--- config.mk ---
export PLATFORM = sky130hd
export DESIGN_NAME = interp_stream_out
export DESIGN_NICKNAME = d
export VERILOG_FILES = /design/src/rtl/interp_pkg.sv /design/src/rtl/interp_sfifo.sv /design/src/rtl/interp_stream_out.sv
export SDC_FILE = /design/constraint.sdc
export NUM_CORES = 1
export LEC_CHECK = 0
export ABC_CLOCK_PERIOD_IN_PS = 4400
export CORE_ASPECT_RATIO = 1.1
export CORE_MARGIN = 5
export CORE_UTILIZATION = 27
export CTS_CLUSTER_SIZE = 20
export DETAILED_ROUTE_END_ITERATION = 12
export PLACE_DENSITY = 0.4
export SYNTH_ARGS = -nofsm -noshare
export SYNTH_HDL_FRONTEND = slang
export SYNTH_HIERARCHICAL = 1
export SYNTH_SLANG_ARGS = --single-unit
--- constraint.sdc ---
create_clock -name i_clk -period 4.4 [get_ports i_clk]
set_input_delay 0.88 -clock i_clk [delete_from_list [all_inputs] [get_ports i_clk]]
set_output_delay 0.88 -clock i_clk [all_outputs]
set_load 0.05 [all_outputs]
--- src/rtl/interp_pkg.sv ---
// ---------------------------------------------------------------------------
// interp_pkg
//
// Shared definitions for the interpolator output stream block:
//   INTERP_INW     default sample width (matches the interpolator output)
//   INTERP_LGFIFO  default log2 of the sample buffer depth
//   OVCNT_W        width of the optional dropped-sample counter
//   ovcnt_sat_inc  saturating increment used by that counter
// ---------------------------------------------------------------------------
package interp_pkg;

    localparam int INTERP_INW    = 28;
    localparam int INTERP_LGFIFO = 4;
    localparam int OVCNT_W       = 16;

    // Increment that sticks at all-ones instead of wrapping back to zero.
    function automatic logic [OVCNT_W-1:0] ovcnt_sat_inc(input logic [OVCNT_W-1:0] cnt);
        return (cnt == {OVCNT_W{1'b1}}) ? cnt : cnt + OVCNT_W'(1);
    endfunction

endpackage : interp_pkg

--- src/rtl/interp_sfifo.sv ---
// ---------------------------------------------------------------------------
// interp_sfifo
//
// Sample storage and pointers for interp_stream_out. A DEPTH = 2^LGFIFO entry
// circular buffer with a full-range occupancy count. The caller guarantees it
// never writes when full without reading on the same edge, and never reads
// when empty.
//
// Ports:
//   clk_i        clock
//   rst_ni       asynchronous active-low reset (pointers and count only)
//   wr_i         write wr_data_i at the tail this edge
//   wr_data_i    sample to store
//   rd_i         retire the head entry this edge
//   fill_o       entries currently held, 0..DEPTH
//   next_data_o  entry one past the head (the new head after a read)
// ---------------------------------------------------------------------------
module interp_sfifo
    import interp_pkg::*;
#(
    parameter int INW    = INTERP_INW,
    parameter int LGFIFO = INTERP_LGFIFO
) (
    input  logic              clk_i,
    input  logic              rst_ni,
    input  logic              wr_i,
    input  logic [INW-1:0]    wr_data_i,
    input  logic              rd_i,
    output logic [LGFIFO:0]   fill_o,
    output logic [INW-1:0]    next_data_o
);

    localparam int DEPTH = 1 << LGFIFO;
    localparam logic [LGFIFO-1:0] PTR_ONE = LGFIFO'(1);
    localparam logic [LGFIFO:0]   CNT_ONE = (LGFIFO + 1)'(1);

    logic [INW-1:0]    mem_q [0:DEPTH-1];
    logic [LGFIFO-1:0] wr_ptr_q, wr_ptr_d;
    logic [LGFIFO-1:0] rd_ptr_q, rd_ptr_d;
    logic [LGFIFO:0]   fill_q,   fill_d;

    // Pointers are exactly LGFIFO bits wide, so wrapping modulo DEPTH is free.
    // NOTE: every always_comb output gets a default first, so no path leaves
    // it unassigned and no latch is inferred.
    always_comb begin
        wr_ptr_d = wr_ptr_q;
        rd_ptr_d = rd_ptr_q;
        fill_d   = fill_q;
        if (wr_i) begin
            wr_ptr_d = wr_ptr_q + PTR_ONE;
        end
        if (rd_i) begin
            rd_ptr_d = rd_ptr_q + PTR_ONE;
        end
        case ({wr_i, rd_i})
            2'b10:   fill_d = fill_q + CNT_ONE;
            2'b01:   fill_d = fill_q - CNT_ONE;
            default: fill_d = fill_q;
        endcase
    end

    // NOTE: state registers use non-blocking assignments so every flop samples
    // the pre-edge values, independent of block ordering.
    always_ff @(posedge clk_i or negedge rst_ni) begin
        if (!rst_ni) begin
            wr_ptr_q <= '0;
            rd_ptr_q <= '0;
            fill_q   <= '0;
        end else begin
            wr_ptr_q <= wr_ptr_d;
            rd_ptr_q <= rd_ptr_d;
            fill_q   <= fill_d;
        end
    end

    // NOTE: the sample array has no reset; clearing the pointers and count is
    // what discards its contents, and leaving it unreset lets it map to RAM.
    always_ff @(posedge clk_i) begin
        if (wr_i) begin
            mem_q[wr_ptr_q] <= wr_data_i;
        end
    end

    assign fill_o      = fill_q;
    assign next_data_o = mem_q[rd_ptr_q + PTR_ONE];

endmodule : interp_sfifo

--- src/rtl/interp_stream_out.sv ---
// ---------------------------------------------------------------------------
// interp_stream_out
//
// Turns the strobed output of an interpolator (i_ce/i_data) into a valid/ready
// stream. Samples are buffered in arrival order in interp_sfifo; the head
// sample is held in a registered output stage so o_data/o_valid come straight
// from flops. A sample arriving while the buffer is full and no transfer takes
// place is dropped and flagged on the sticky o_overflow.
//
// There is no reset synchronizer: i_ce is accepted from the very first edge
// after i_areset_n is released.
//
// Build option: define INTERP_OVCOUNT_EN to add the 16-bit saturating
// dropped-sample counter and its o_ovcount port.
//
// Ports:
//   i_clk           clock
//   i_areset_n      asynchronous active-low reset
//   i_ce            upstream sample strobe
//   i_data          upstream sample, valid when i_ce=1
//   o_valid         output stream valid
//   i_ready         downstream ready
//   o_data          output stream sample
//   o_fill          samples held, 0..2^LGFIFO (includes the one on o_data)
//   o_overflow      sticky: at least one sample was dropped
//   i_clr_overflow  clears o_overflow (and o_ovcount)
//   o_ovcount       dropped-sample count (INTERP_OVCOUNT_EN only)
// ---------------------------------------------------------------------------
module interp_stream_out
    import interp_pkg::*;
#(
    parameter int INW    = INTERP_INW,
    parameter int LGFIFO = INTERP_LGFIFO
) (
    input  logic               i_clk,
    input  logic               i_areset_n,
    input  logic               i_ce,
    input  logic [INW-1:0]     i_data,
    output logic               o_valid,
    input  logic               i_ready,
    output logic [INW-1:0]     o_data,
    output logic [LGFIFO:0]    o_fill,
    output logic               o_overflow,
    input  logic               i_clr_overflow
`ifdef INTERP_OVCOUNT_EN
    ,
    output logic [OVCNT_W-1:0] o_ovcount
`endif
);

    localparam logic [LGFIFO:0] CNT_ONE = (LGFIFO + 1)'(1);

    logic [LGFIFO:0] fill;
    logic [INW-1:0]  next_head;
    logic            empty;
    logic            full;
    logic            pop;
    logic            push;
    logic            drop;

    logic            valid_q, valid_d;
    logic [INW-1:0]  data_q,  data_d;
    logic            ovf_q,   ovf_d;

    // fill never exceeds DEPTH, so its MSB alone marks a full buffer.
    assign empty = (fill == '0);
    assign full  = fill[LGFIFO];

    // A transfer frees a slot on the same edge, so a full buffer still accepts.
    assign pop  = valid_q & i_ready;
    assign push = i_ce & (~full | pop);
    assign drop = i_ce & ~push;

    interp_sfifo #(
        .INW    (INW),
        .LGFIFO (LGFIFO)
    ) u_sfifo (
        .clk_i       (i_clk),
        .rst_ni      (i_areset_n),
        .wr_i        (push),
        .wr_data_i   (i_data),
        .rd_i        (pop),
        .fill_o      (fill),
        .next_data_o (next_head)
    );

    // The output register mirrors the buffer head. When the head is retired,
    // the new head is either the next stored entry or, if this was the last
    // entry, the sample being written on the same edge (not yet in storage).
    always_comb begin
        valid_d = valid_q;
        data_d  = data_q;
        if (pop) begin
            if (fill == CNT_ONE) begin
                valid_d = push;
                if (push) begin
                    data_d = i_data;
                end
            end else begin
                data_d = next_head;
            end
        end else if (empty && push) begin
            valid_d = 1'b1;
            data_d  = i_data;
        end
    end

    // A drop always wins over a clear on the same edge.
    assign ovf_d = drop | (ovf_q & ~i_clr_overflow);

    always_ff @(posedge i_clk or negedge i_areset_n) begin
        if (!i_areset_n) begin
            valid_q <= 1'b0;
            data_q  <= '0;
            ovf_q   <= 1'b0;
        end else begin
            valid_q <= valid_d;
            data_q  <= data_d;
            ovf_q   <= ovf_d;
        end
    end

    assign o_valid    = valid_q;
    assign o_data     = data_q;
    assign o_fill     = fill;
    assign o_overflow = ovf_q;

`ifdef INTERP_OVCOUNT_EN
    logic [OVCNT_W-1:0] ovc_q, ovc_d;

    // A clear restarts the count; a drop on that same edge counts as the first.
    always_comb begin
        ovc_d = ovc_q;
        if (i_clr_overflow) begin
            ovc_d = drop ? OVCNT_W'(1) : '0;
        end else if (drop) begin
            ovc_d = ovcnt_sat_inc(ovc_q);
        end
    end

    always_ff @(posedge i_clk or negedge i_areset_n) begin
        if (!i_areset_n) begin
            ovc_q <= '0;
        end else begin
            ovc_q <= ovc_d;
        end
    end

    assign o_ovcount = ovc_q;
`endif

endmodule : interp_stream_out

==> results.md, run 1 <==
- Post_cts resized: 0
- Dpl cells: 2,061
- Relative slew slack: 36.5%
- Final Hold Fails: 0
- Global-route wire length before repair: 80,800 µm
- Post-layout nets: 1,198
- Reg2Reg Depth: 8
- Post-route core utilization: 32.4%
- Setup TNS: 0 ps
- Worst-path clk slew: 60 ps
- Cell Area, Synth: 20,200 µm²
- Core area: 74,400 µm²
- Remaining DRCs: 0
- Worst r2r dst: o_data[22]$_DFFE_PN0P_
- Reg2Reg Setup Slack: 1280 ps
- Clock Skews: 15.8 ps
- Yosys reg bits: 491
- Clock Path Buffers: 3
- VDD IR-drop max: 0.410 mV
- Worst path max stage delay: 940 ps
- Clock Sinks: 491
- Post-layout min period: 3280 ps
- Tcrit/Tclk final: 74.5%
- Antenna diodes: 0
- Worst path top cell family by delay: buffers and inverters
- Area grow syn2layout: 19.3%
- Most common cell after layout, fill and taps aside: edfxtp_1
- CTS Buf Count: 56
- Worst-Margin Slew: 953 ps
- Wirelength per Cell: 25.5 µm
- WL final: 55,100 µm
- CTS tree: yes
- Critical path origin: u_sfifo/fill_o[0]$_DFFE_PN0P_
- All-layer global routing usage: 13.5%
- Startpoint types: flip-flop
- Power Dens Cells: 691 nW/µm²
- Reg2reg start: u_sfifo/rd_ptr_q[0]$_DFFE_PN0P_
- Layout cells sized above 1: 23.8%
- Synth cell types: 51
- Final Wtd Congestion: 0.734
- PortBufs: 67
- Crit path depth: 1
- Num ports: 68
- Critical-path top delay cell: clkdlybuf4s50_1
- Yosys Warn Count: 6
- Synthesized Nets: 1,108
- Crit-path cells: clkdlybuf4s50_1
- Ranking of synthesized cells by area: edfxtp_1 (67%), mux4_2 (12%), dfrtp_1 (5.3%)
- Synth area leader: edfxtp_1
- Max Cap Viol: 0
- Worst EP arrival: 2400 ps
- Worst-Skew Late Latency: 620 ps
- Largest net degree at the start of global routing: 68
- Post-synth top area share: 66.6%
- Slew Viols, Final: 0
- Hpwl dp: 31,500 µm
- Critical Path RT: 3520 ps
- Critical path class: flip-flop to output port
- Routed Antenna Nets: 0
- Syn Area/Cell: 18.9 µm²
- Hold WC Path Type: input port to asynchronous set/reset pin
- Final setup violating endpoints: 0
- Number of setup buffers added after CTS: 0
- 1st-iter DRT viols: 875
- Cts hold-fix bufs: 0
- CP Buf/Inv Count: 1
- Vias per cell: 4.90
- Initial antenna violation count: 1
- Leakage: 7.60 nW
- Fmax: 0.305 GHz
- Row cnt: 105
- Vias in the first global route: 11,300
- Syn Inst Count: 1,066
- # fillers: 7,172
- Chip Height: 297 µm
- Post-synthesis sequential area ratio: 71.9%
- Root Buffer: clkbuf_16
- Starting Density: 27.2%
- H-tree levels: 2
- Die X: 271 µm
- Via Count: 10,600
- Gr ovfl total: 0
- Status: complete, no violations
- CP max FO: 35
- Non-Filler Instances: 2,162
- Die area: 80,400 µm²
- Drt pass-1 iters: 7
- Most frequent cells in the layout: edfxtp_1 (448), mux4_2 (112), clkdlybuf4s50_1 (65)
- Unrepaired setup endpoints after global routing: false
- Crit end category: output port
-- routing by layer --
layer / global-route usage, % / vias up / share of wire, %
met4: 3.52 / 0 / 2.3
met1: 18.6 / 5670 / 45
met2: 22.1 / 247 / 48
met3: 2.45 / 76 / 4.3
li1: - / 4591 / -
met5: 0 / - / 0
-- kinds of logic (layout without fill, tap and decap cells) --
| logic type | after synthesis | count (layout) | share of synthesized area (%) |
|---|---|---|---|
| AOI/OAI and AO/OA | 133 | 133 | 5.25 |
| xor gates and xnor gates | 11 | 11 | 0.477 |
| adders and majority gates | 9 | 9 | 0.558 |
| buffers and inverters | 142 | 275 | 3.51 |
| DFF | 491 | 491 | 71.9 |
| muxes | 114 | 114 | 12.6 |
| and+or+nand+nor | 166 | 166 | 5.66 |
-- state kept, by name, summed over array words and instances (netlist names) --
signal and flops:
u_sfifo/mem_q 448, o_data 28, u_sfifo/fill_o 5, u_sfifo/rd_ptr_q 4
u_sfifo/wr_ptr_q 4, o_overflow 1, o_valid 1
-- cell usage after synthesis (all sizes together) --
cell and instances:
a211oi 58, a21bo 1, a21boi 2, a21o 2
a21oi 2, a221o 27, a311oi 1, a31oi 2
a41oi 2, and3 2, and3b 2, and4b 1
buf 42, clkbuf 38, dfrtp 43, edfxtp 448
ha 9, inv 62, mux2 2, mux4 112
nand2 9, nand2b 33, nand3 1, nand3b 2
nand4 3, nand4b 1, nor2 14, nor2b 2
nor3 5, nor3b 2, nor4 57, nor4b 28
o21a 1, o21ai 7, o21bai 1, o22ai 27
or2 2, or4 1, or4b 1, xnor2 5
xor2 6
-- how the worst max path moves through the flow --
stage,to
3_5_place_dp,u_sfifo/fill_o[4]$_DFFE_PN0P_
6_report,o_fill[0]
3_3_place_gp,u_sfifo/fill_o[4]$_DFFE_PN0P_
4_1_cts,o_fill[0]
5_1_grt,o_data[22]$_DFFE_PN0P_
2_1_floorplan,u_sfifo/fill_o[4]$_DFFE_PN0P_
-- report_power, final --
part / internal, mW / switching [mW] / leakage [nW] / total (mW)
Sequential: 5.66 / 0.519 / 4.55 / 6.18
Clock: 2.79 / 1.94 / 0.911 / 4.73
Combinational: 2.41 / 3.34 / 2.13 / 5.75
-- final cells by class --
type | count | area (µm²) | share of cell area, %
clock buffers | 66 | 1460 | 6.05
clock inverters | 35 | 407 | 1.69
inverters | 62 | 233 | 0.966
multi-input cells | 433 | 5130 | 21.3
flip-flops and latches | 491 | 14500 | 60.3
well taps | 963 | 1200 | 5.00
repair buffers | 112 | 1140 | 4.71
-- per-stage QoR --
stage          cell area [µm²]  setup WS (ps)  hold slack, ps  power, mW
2_1_floorplan            20200            621             512       10.0
3_3_place_gp             22200            579             525       12.2
3_5_place_dp             22200            572             535       12.2
4_1_cts                  24100           1080             311       17.0
5_1_grt                  24100           1010             342       17.5
6_report                 24100           1120             307       16.7
Note: power is estimated with default switching activity, not from simulation.
==> inputs of run 2 (changes only) <==
--- a/config.mk
+++ b/config.mk
@@ -5,13 +5,13 @@
 export SDC_FILE = /design/constraint.sdc
 export NUM_CORES = 1
 export LEC_CHECK = 0
-export ABC_CLOCK_PERIOD_IN_PS = 4400
+export ABC_CLOCK_PERIOD_IN_PS = 3000
 export CORE_ASPECT_RATIO = 1.1
 export CORE_MARGIN = 5
 export CORE_UTILIZATION = 27
 export CTS_CLUSTER_SIZE = 20
 export DETAILED_ROUTE_END_ITERATION = 12
-export PLACE_DENSITY = 0.4
+export PLACE_DENSITY = 0.41
 export SYNTH_ARGS = -nofsm -noshare
 export SYNTH_HDL_FRONTEND = slang
 export SYNTH_HIERARCHICAL = 1
==> constraint.sdc (replaced) <==
create_clock -name i_clk -period 3 [get_ports i_clk]
set_input_delay 0.6 -clock i_clk [delete_from_list [all_inputs] [get_ports i_clk]]
set_output_delay 0.6 -clock i_clk [all_outputs]
set_load 0.05 [all_outputs]
==> results.md, run 2 (synthesis gave the netlist of run 1 again) <==
- # fillers: 7,120
- Routed Antenna Nets: 0
- Starting Density: 27.2%
- Via Count: 10,800
- Worst EP arrival: 2070 ps
- Root Buffer: clkbuf_16
- Seq. cell area: 14,500 µm²
- Row cnt: 105
- Vias per cell: 4.89
- Tcrit/Tclk final: 89.1%
- Largest net degree at the start of global routing: 60
- Final Hold Fails: 0
- Gr ovfl total: 0
- Antenna diodes: 0
- Critical path class: flip-flop to output port
- Dpl cells: 2,105
- Critical-path top delay cell: clkdlybuf4s50_1
- CTS Buf Count: 55
- Die X: 271 µm
- Post_cts resized: 0
- Worst-path clk slew: 60 ps
- Worst-Margin Slew: 845 ps
- Hpwl dp: 33,200 µm
- Core area: 74,400 µm²
- Most common cell after layout, fill and taps aside: edfxtp_1
- Power Dens Cells: 984 nW/µm²
- Post-route core utilization: 33.0%
- WL final: 56,800 µm
- CP Buf/Inv Count: 1
- Largest register FFs: 448
- Final Wtd Congestion: 0.718
- Remaining DRCs: 0
- Clock Path Buffers: 3
- Layout cells sized above 1: 25.9%
- Crit end category: output port
- Setup TNS: 0 ps
- Area grow syn2layout: 21.3%
- Global-route wire length before repair: 83,000 µm
- Final setup violating endpoints: 0
- Biggest register: u_sfifo/mem_q
- Hold WC Path Type: input port to asynchronous set/reset pin
- Relative slew slack: 43.6%
- Clock Skews: 22.4 ps
- Worst-Skew Late Latency: 620 ps
- Min Hold Slack: 420 ps
- Initial antenna violation count: 1
- Wirelength per Cell: 25.7 µm
- Total chip power: 24.1 mW
- Die area: 80,400 µm²
- Post-layout min period: 2670 ps
- Status: complete, no violations
- Crit-path cells: clkdlybuf4s50_1
- All-layer global routing usage: 13.9%
- Non-Filler Instances: 2,208
- Drt pass-1 iters: 4
- H-tree levels: 2
- Vias in the first global route: 11,400
- Max Cap Viol: 0
- Chip Height: 297 µm
- Worst path top cell family by delay: buffers and inverters
- Critical Path RT: 2400 ps
- VDD IR-drop max: 0.605 mV
- CP max FO: 10
- Slew Viols, Final: 0
- Most frequent cells in the layout: edfxtp_1 (448), mux4_2 (112), clkdlybuf4s50_1 (65)
- Fmax: 0.374 GHz
- PortBufs: 67
- Startpoint types: flip-flop
- Multi-input logic area: 5130 µm²
- Post-layout nets: 1,242
- Leakage: 7.78 nW
- 1st-iter DRT viols: 821
- Unrepaired setup endpoints after global routing: false
- Worst path max stage delay: 880 ps
- CTS tree: yes
- Clock Sinks: 491
- Num ports: 68
run 2: cell types whose count changed in the layout (fill, tap and decap cells not counted), sizes merged:
cell	previous run	this run
buf	47	91
clkbuf	66	74
bufinv	7	2
inv	65	63
dlygate4sd3	0	1
run 2: per-stage QoR:
step	instance area (µm²)	setup WS (ps)
after detailed placement	22800	-152
final	24500	327
after floorplan	20200	-12.1
after global routing	24500	273
after global placement	22800	-152
after CTS	24500	284
run 2: final timing paths:
| check | startpoint | to | slack, ps | cells after the start |
|---|---|---|---|---|
| max reg2reg | u_sfifo/rd_ptr_q[0]$_DFFE_PN0P_ | o_data[3]$_DFFE_PN0P_ | 400 | 8 |
| min | i_areset_n | u_sfifo/fill_o[2]$_DFFE_PN0P_ | 420 | 2 |
| max | u_sfifo/fill_o[2]$_DFFE_PN0P_ | o_fill[2] | 330 | 1 |
| min in group i_clk | o_overflow$_DFF_PN0_ | o_overflow$_DFF_PN0_ | 540 | 2 |
| min reg2reg | o_overflow$_DFF_PN0_ | o_overflow$_DFF_PN0_ | 540 | 2 |
| max in group asynchronous | i_areset_n | u_sfifo/rd_ptr_q[0]$_DFFE_PN0P_ | 2000 | 3 |
run 2: metal layers:
layer,vias up,part of all wire (%),GRT usage (%)
met5,-,0.012,0
met4,2,2.0,3.20
met3,77,4.6,2.87
met2,273,48,22.4
met1,5760,46,19.6
li1,4693,-,-
run 2: where the power goes:
group / leakage, nW / total [mW] / internal (mW) / switching, mW
sequential: 4.55 / 8.91 / 8.30 / 0.616
clock: 0.815 / 6.33 / 3.60 / 2.73
combinational: 2.42 / 8.87 / 3.80 / 5.07
run 2: final cells by class:
class / instances / area share, %
clock buffers: 74 / 5.99
clock inverters: 28 / 0.894
inverters: 62 / 0.950
multi-input cells: 433 / 20.9
flip-flops and latches: 491 / 59.3
well taps: 963 / 4.92
repair buffers: 157 / 7.00
run 2: timing repair:
item | 4_1_cts | 5_1_grt
setup buffers | 0 | 0
hold endpoints to repair | 9 | 0
hold buffers | 1 | 0
